<file path="src/rtl/seg7_pkg.sv">
// seg7_pkg: shared glyph constants and code-to-segment lookup
package seg7_pkg;
  localparam logic [3:0] CODE_MINUS = 4'd10;
  localparam logic [3:0] CODE_BLANK = 4'd15;
  localparam logic [7:0] SEG_BLANK = 8'hFF;
  localparam int DP_BIT = 0;
  localparam logic [6:0] GLYPH_0 = 7'b0000001;
  localparam logic [6:0] GLYPH_1 = 7'b1001111;
  localparam logic [6:0] GLYPH_2 = 7'b0010010;
  localparam logic [6:0] GLYPH_3 = 7'b0000110;
  localparam logic [6:0] GLYPH_4 = 7'b1001100;
  localparam logic [6:0] GLYPH_5 = 7'b0100100;
  localparam logic [6:0] GLYPH_6 = 7'b0100000;
  localparam logic [6:0] GLYPH_7 = 7'b0001111;
  localparam logic [6:0] GLYPH_8 = 7'b0000000;
  localparam logic [6:0] GLYPH_9 = 7'b0000100;
  localparam logic [6:0] GLYPH_MINUS = 7'b1111110;
  localparam logic [6:0] GLYPH_OFF = 7'b1111111;
  function automatic logic [6:0] glyph(input logic [3:0] c);
    case (c)
      4'd0: glyph = GLYPH_0;
      4'd1: glyph = GLYPH_1;
      4'd2: glyph = GLYPH_2;
      4'd3: glyph = GLYPH_3;
      4'd4: glyph = GLYPH_4;
      4'd5: glyph = GLYPH_5;
      4'd6: glyph = GLYPH_6;
      4'd7: glyph = GLYPH_7;
      4'd8: glyph = GLYPH_8;
      4'd9: glyph = GLYPH_9;
      CODE_MINUS: glyph = GLYPH_MINUS;
      default: glyph = GLYPH_OFF;
    endcase
  endfunction
endpackage

</file>
<file path="src/rtl/seg7_glyph_lut.sv">
// seg7_glyph_lut: digit code, dot and suppress flag to active-low segment byte
module seg7_glyph_lut
  import seg7_pkg::*;
(
  input  logic [3:0] code,
  input  logic       dot,
  input  logic       suppress,
  output logic [7:0] seg
);
  always_comb begin
    seg = {glyph(code), 1'b1};
    seg[DP_BIT] = ~dot;
    seg = suppress ? SEG_BLANK : seg;
  end
endmodule

</file>
<file path="src/rtl/seg7_scan_driver.sv">
// seg7_scan_driver: multiplexed common-anode 7-segment scanner with blanking and guard
module seg7_scan_driver
  import seg7_pkg::*;
#(
  parameter int NUM_DIGITS = 4,
  parameter int REFRESH_DIV = 100000,
  parameter int GUARD_CYCLES = 2
) (
  input  logic                    clk,
  input  logic                    rst,
  input  logic [4*NUM_DIGITS-1:0] digits,
  input  logic [NUM_DIGITS-1:0]   dots,
  input  logic                    blank_lz,
  input  logic                    load,
  output logic [7:0]              seg,
  output logic [NUM_DIGITS-1:0]   an
);
  localparam int PW = $clog2(REFRESH_DIV);
  localparam int IW = NUM_DIGITS > 1 ? $clog2(NUM_DIGITS) : 1;
  logic [PW-1:0] r_pre;
  logic [IW-1:0] r_idx;
  logic [4*NUM_DIGITS-1:0] r_dig;
  logic [NUM_DIGITS-1:0] r_dot;
  logic r_blz;
  logic [NUM_DIGITS-1:0] w_sup;
  logic w_run;
  logic [7:0] w_seg;
  logic w_guard;
  logic w_wrap;
  always_comb begin
    w_run = r_blz;
    w_sup = '0;
    for (int i = NUM_DIGITS - 1; i > 0; i--) begin
      w_run = w_run & (r_dig[4*i +: 4] == 4'd0) & ~r_dot[i];
      w_sup[i] = w_run;
    end
  end
  seg7_glyph_lut u_lut (
    .code    (r_dig[{r_idx, 2'b00} +: 4]),
    .dot     (r_dot[r_idx]),
    .suppress(w_sup[r_idx]),
    .seg     (w_seg)
  );
  assign w_guard = r_pre < PW'(GUARD_CYCLES);
  assign w_wrap = r_pre == PW'(REFRESH_DIV - 1);
  always_ff @(posedge clk) begin
    if (rst) begin
      r_pre <= '0;
      r_idx <= '0;
      r_dig <= '0;
      r_dot <= '0;
      r_blz <= 1'b0;
      seg <= SEG_BLANK;
      an <= '1;
    end else begin
      r_pre <= w_wrap ? '0 : r_pre + 1'b1;
      if (w_wrap) r_idx <= r_idx == IW'(NUM_DIGITS - 1) ? '0 : r_idx + 1'b1;
      if (load) begin
        r_dig <= digits;
        r_dot <= dots;
        r_blz <= blank_lz;
      end
      seg <= w_guard ? SEG_BLANK : w_seg;
      an <= w_guard ? '1 : ~(NUM_DIGITS'(1) << r_idx);
    end
  end
endmodule

</file>
<file path="config.mk">
export PLATFORM = sky130hd
export DESIGN_NAME = seg7_scan_driver
export DESIGN_NICKNAME = d
export VERILOG_FILES = /design/src/rtl/seg7_pkg.sv /design/src/rtl/seg7_glyph_lut.sv /design/src/rtl/seg7_scan_driver.sv
export SDC_FILE = /design/constraint.sdc
export NUM_CORES = 1
export LEC_CHECK = 0
export CORE_MARGIN = 10
export CORE_UTILIZATION = 40
export CTS_BUF_LIST = sky130_fd_sc_hd__clkbuf_8 sky130_fd_sc_hd__clkbuf_16
export DETAILED_ROUTE_END_ITERATION = 16
export HOLD_SLACK_MARGIN = 0.02
export PLACE_DENSITY = 0.69
export SYNTH_ARGS = -nofsm -noshare
export SYNTH_HDL_FRONTEND = slang
export SYNTH_HIERARCHICAL = 1
export SYNTH_SLANG_ARGS = --single-unit
</file>
<file path="constraint.sdc">
create_clock -name clk -period 2.2 [get_ports clk]
set_input_delay 0.44 -clock clk [delete_from_list [all_inputs] [get_ports clk]]
set_output_delay 0.44 -clock clk [all_outputs]
set_load 0.005 [all_outputs]
</file>
==> results.json <==
{
  "route.detailed.drc": 0,
  "rsz0062_at_grt": "false",
  "hold_buffers": 0,
  "htree_levels": 2,
  "reg2regPathDepth": 6,
  "finalSetupViolCount": 0,
  "skew_ns": 0.00514,
  "final_cell_mix": "52 x dfxtp_1, 43 x nor2_1, 35 x clkdlybuf4s50_1",
  "die_w_um": 97.4,
  "ys_seq_area_frac": 0.435,
  "dp_hpwl_mm": 3.49,
  "rows": 28,
  "p_sw_frac": 0.246,
  "crit_slowest_cell": "mux4_2",
  "cts_buffers": 5,
  "routabilityCongestion": 0.856,
  "finalSetupTns_ns": 0,
  "fin_crit_ns": 1.96,
  "instances_no_fill": 355,
  "via_per_inst": 4.94,
  "ir_worst_vdd_mv": 0.285,
  "seq_power_share": 0.569,
  "grt_antenna_before_repair": 0,
  "overflow": 0,
  "synth-async-reset-ratio": 0,
  "critPathKind": "reg2reg",
  "die-area_sq_um": 9480,
  "start_util": 0.409,
  "min-delay-path-class": "reg2reg",
  "netSwitchingPower_uw": 435,
  "fin_util": 0.494,
  "power.internal_uw": 1330,
  "cp-start-kind": "register",
  "critPathMostFrequentCell": "nand2b_1",
  "grt_pass1_vias": 1633,
  "cp.buffers_inverters": 0,
  "cp.depth": 6,
  "grtUsageTotal": 0.0963,
  "final_common_cell": "dfxtp_1",
  "fmax_mhz": 510,
  "fillers": 540,
  "critPathMaxFanout": 6,
  "stdcell_area_sq_um": 2890,
  "clock-sinks": 52,
  "drt_wl_total_mm": 4.62,
  "crit_family": "multiplexers",
  "cts_tree": "done",
  "crit_arrival_ns": 2.13,
  "ant_nets": 0,
  "syn-num-nets": 279,
  "synthCells": 245,
  "synth_flop_cell": "dfxtp_1",
  "syn_area_sq_um": 2390,
  "final_max_slew_viol_count": 0,
  "whs_ns": 0.488,
  "clkPwrFrac": 0.311,
  "multi_input_area_sq_um": 1240,
  "cap_violations": 0,
  "num_vias": 1752,
  "yosys.cell_types.count": 43,
  "dr.pass1.iters": 4,
  "clockBufferDepth": 2,
  "grt_first_pass_wirelength_mm": 7.93,
  "slew_headroom": 0.327,
  "worst_pin_slew_ns": 1.00,
  "io_buffers": 35,
  "die_h_um": 97.4,
  "min_delay_path_depth": 1,
  "ff_latch_area_sq_um": 1040,
  "io_pins": 36,
  "yosysTopAreaCellShare": 0.435,
  "max_stage_delay_ns": 0.62,
  "wl_per_cell_um": 13.0,
  "grt_max_degree": 26,
  "fin_nets": 313,
  "place_inst": 347,
  "power_density_nw_per_um2": 613,
  "cp-end-kind": "register",
  "leakagePower_uw": 0.00114,
  "status": "finished, final reports clean",
  "critPathRequiredTime_ns": 2.37,
  "yosys-top-cells-area": "dfxtp_1 43%, mux2i_1 9.6%, nor2_1 6.7%",
  "yosysTopAreaCell": "dfxtp_1",
  "hold_viol": 0,
  "area_growth_pct": 20.6,
  "root_buffer": "clkbuf_8",
  "path_cells": "mux4_2, ha_1, nor2b_1, o22ai_1, nand2b_1, nand2b_1",
  "ys_ff_latch": 52,
  "core_area_sq_um": 5850,
  "drtIter0Drc": 74,
  "cts_setup_buffers": 0,
  "post-route-period-util": 0.892,
  "placed_area_sq_um": 2800,
  "insertion_delay_ns": 0.30,
  "antenna-diode-count": 0,
  "avgSynthCellArea_sq_um": 9.77,
  "yosys_warnings": 6,
  "p_comb_frac": 0.120,
  "postCtsResizedCells": 0,
  "drive_gt1_frac": 0.100,
  "cts.clk_slew.worst_paths_ns": 0.10,
  "synth_edf_count": 0
}
## layout make-up
| class | count | area share |
|---|---|---|
| clock buffer | 5 | 0.0238 |
| sequential | 52 | 0.360 |
| inverter | 6 | 0.00780 |
| tap | 75 | 0.0325 |
| multi-input combinational | 172 | 0.428 |
| clock inverter | 3 | 0.00780 |
| timing repair buffer | 42 | 0.140 |
## worst reg2reg max path, stage by stage (launching register included)
cell and delay [ns]:
dfxtp_1 0.49, mux4_2 0.62, ha_1 0.25, nor2b_1 0.14
o22ai_1 0.14, nand2b_1 0.06, nand2b_1 0.13
## sequential cells by signal, summed over array words and instances, names as in the netlist
signal	count
an	4
seg	8
r_blz	1
r_idx	2
r_dig	16
r_pre	17
r_dot	4
## synthesized netlist by cell type (2+ instances only)
cell type   n
a21oi_1    10
and4_1      3
buf_2       3
buf_6       3
clkbuf_1    6
dfxtp_1    52
ha_1       10
inv_1       6
mux2i_1    23
mux4_2      5
nand2_1     8
nand2b_1   11
nand3_1     5
nand4_1     7
nor2_1     43
nor3_1      3
nor4_1      3
o21ai_0     6
or3_1       2
or4_1       2
xor2_1     12
## per-stage QoR
step / power, uW / setup slack (ns)
global route: 1870 / 0.105
CTS: 1800 / 0.226
finish: 1770 / 0.238
detailed placement: 1240 / 0.241
global placement: 1240 / 0.282
floorplan: 1150 / 0.0742
## path summary, 6_finish.rpt
check	start	slack (ns)	to
max	r_idx[0]	0.24	seg[5]
min	r_pre[0]	0.49	r_pre[0]
max reg2reg	r_idx[0]	0.24	seg[5]
min reg2reg	r_pre[0]	0.49	r_pre[0]
## power groups by stage
stage / Combinational [uW] / Sequential [uW] / Clock [uW]
after floorplan: 133 / 1020 / 0
after global placement: 212 / 1030 / 0
after detailed placement: 213 / 1030 / 0
after CTS: 214 / 1010 / 576
after global routing: 236 / 1010 / 619
final: 212 / 1010 / 550
## per-layer routing
layer | GRT usage | vias up | routed length (um)
met5 | 0 | - | 0
met4 | 0.0302 | 0 | 49
met3 | 0.0306 | 4 | 222
met2 | 0.136 | 33 | 1980
met1 | 0.134 | 807 | 2360
li1 | - | 908 | -
## kinds of logic after synthesis
group | share of synthesized area
simple gates | 0.229
flops | 0.435
mux | 0.143
buf+inv | 0.0491
compound gates | 0.0439
xor+xnor | 0.0475
fa+ha+maj | 0.0522
(Power assumes the default switching activity.)
==> patch (same settings) <==
Change the parameter `REFRESH_DIV` from 100000 to 400000.
--- a/src/rtl/seg7_scan_driver.sv
+++ b/src/rtl/seg7_scan_driver.sv
@@ -3,7 +3,7 @@
   import seg7_pkg::*;
 #(
   parameter int NUM_DIGITS = 4,
-  parameter int REFRESH_DIV = 100000,
+  parameter int REFRESH_DIV = 400000,
   parameter int GUARD_CYCLES = 2
 ) (
   input  logic                    clk,
Behaviour: no difference found for any inputs over 10 cycles, from zero or initial values and one cycle with rst high; that may be too few to reach the edited logic, so the function may still have changed.
==> patch against the unedited design <==
Wire length up 11%. Total power up 10%. Area after synthesis up 4.2%. Cell area up 7.1%. Count of clock-buffer cells in the layout unchanged. Die area up 3.4%. Non-clock buffer count up 4. Worst setup slack worse by 0.030 ns. Sequential cell count up 2. Clock skew up 0.0095 ns. Largest power group unchanged.
==> patch: results (changes against the unedited design) <==
** Place
- The final weighted congestion of routability-driven global placement was 0.8611 (was 0.8561).
- The setup slack at placement came to 0.04850 ns (was 0.2408 ns).
- DP Area :: 0.002973 sq mm (was 0.002796 sq mm)

** Clocking
- The clock latency on the worst-skew pair came to 0.32 ns (was 0.30 ns).

** Global route
- The maximum number of pins on one net before global-route repair is 22 (was 26).
- Global-route wire length before repair :: 9197 microns (was 7928 microns)
- GR met3 Demand/Resource :: 3.142% (was 3.058%)
- GRT Util Overall :: 10.90% (was 9.629%)

** Outcome
- Result of the run :: complete, no violations (unchanged)

** Synth
- Synthesized net count :: 301 (was 279)
- Leading cell types by total area after synthesis: sky130_fd_sc_hd__dfxtp_1 (43%), sky130_fd_sc_hd__mux2i_1 (8.8%), sky130_fd_sc_hd__nor2_1 (7.1%) (was sky130_fd_sc_hd__dfxtp_1 (43%), sky130_fd_sc_hd__mux2i_1 (9.6%), sky130_fd_sc_hd__nor2_1 (6.7%)).
- Top cell types by occurrence after synthesis :: sky130_fd_sc_hd__dfxtp_1 (54), sky130_fd_sc_hd__nor2_1 (47), sky130_fd_sc_hd__mux2i_1 (22) (was sky130_fd_sc_hd__dfxtp_1 (52), sky130_fd_sc_hd__nor2_1 (43), sky130_fd_sc_hd__mux2i_1 (23))
- The xor/xnor share of the synthesized area was 4.912% (was 4.754%).
- The post-synthesis compound-gate area fraction was 5.815% (was 4.389%).
- Post-synthesis cell type count :: 42 (was 43)
- Number of standard cells after synthesis :: 267 (was 245)
- The proportion of synthesized chip area in sequential cells is 43.31% (was 43.47%).
- The synthesized-area fraction occupied by adder cells came to 5.013% (was 5.225%).

** STA
- The worst hold margin came to 0.4923 ns (was 0.4879 ns).
- Fraction of the cycle the final worst path needs :: 90.53% (was 89.17%)
- Clock tree skew after final layout :: 0.01462 ns (was 0.005145 ns)
- The actual transition at the worst max-transition pin was 0.6233 ns (was 1.005 ns).

** Pwr
- The net switching power figure was 0.4586 mW (was 0.4352 mW).
- The clock distribution power is 0.687 mW (was 0.550 mW).
- The power density of the placed cells is 630.1 mW/mm^2 (was 612.6 mW/mm^2).
- Leakage power summed over all cells :: 1.155 nW (was 1.142 nW)
- The maximum vdd ir drop came to 0.2794 mV (was 0.2855 mV).

** Worst setup path
- Capture instance of the worst register-to-register path :: r_idx[0]$_SDFFE_PP0P_ (was seg[5]$_SDFF_PP1_)
- The worst setup slack for register-to-register paths was 0.21 ns (was 0.24 ns).
- Worst reg2reg path startpoint :: r_pre[13]$_SDFF_PP0_ (was r_idx[0]$_SDFFE_PP0P_)
- Reg2Reg Depth :: 4 (was 6)
- Signal arrival time at the worst endpoint :: 2.23 ns (was 2.13 ns)

** Final layout
- Fin cells :: 382 (was 355)
- The number of nets in the layout came to 340 (was 313).
- Share of final-layout standard cells stronger than drive strength 1 :: 10.75% (was 10.00%)

** Drt
- Wire length on met1 :: 2384 microns (was 2360 microns)
- Detailed route wirelength on metal3 :: 338 microns (was 222 microns)
- Average detailed-routed wire length per instance :: 13.47 microns (was 13.00 microns)
- The routed via count divided by cell count came to 5.136 (was 4.935).
-- patch: area by class of cell --
class / count / area [sq um]
fill: 550 / 2897
multi-input combinational: 190 / 1323
sequential: 54 / 1082
timing repair buffer: 46 / 445.4
tap: 75 / 93.84
clock buffer: 5 / 68.82
clock inverter: 3 / 47.55
inverter: 9 / 33.78
-- patch: critical path, stage by stage (launching register included) --
cell,delay [ns]
sky130_fd_sc_hd__dfxtp_1,0.35
sky130_fd_sc_hd__or4_1,0.55
sky130_fd_sc_hd__or4_4,0.47
sky130_fd_sc_hd__or4_1,0.41
sky130_fd_sc_hd__a21oi_1,0.16
-- patch: cell families (layout without fill, tap and decap cells) --
family / after synthesis / in the layout
multiplexers: 27 / 27
flip-flops: 54 / 54
AO/OA/AOI/OAI: 25 / 25
buffers and inverters: 23 / 63
adder cells (fa/ha/maj): 10 / 10
XOR/XNOR: 14 / 14
AND/OR/NAND/NOR: 114 / 114
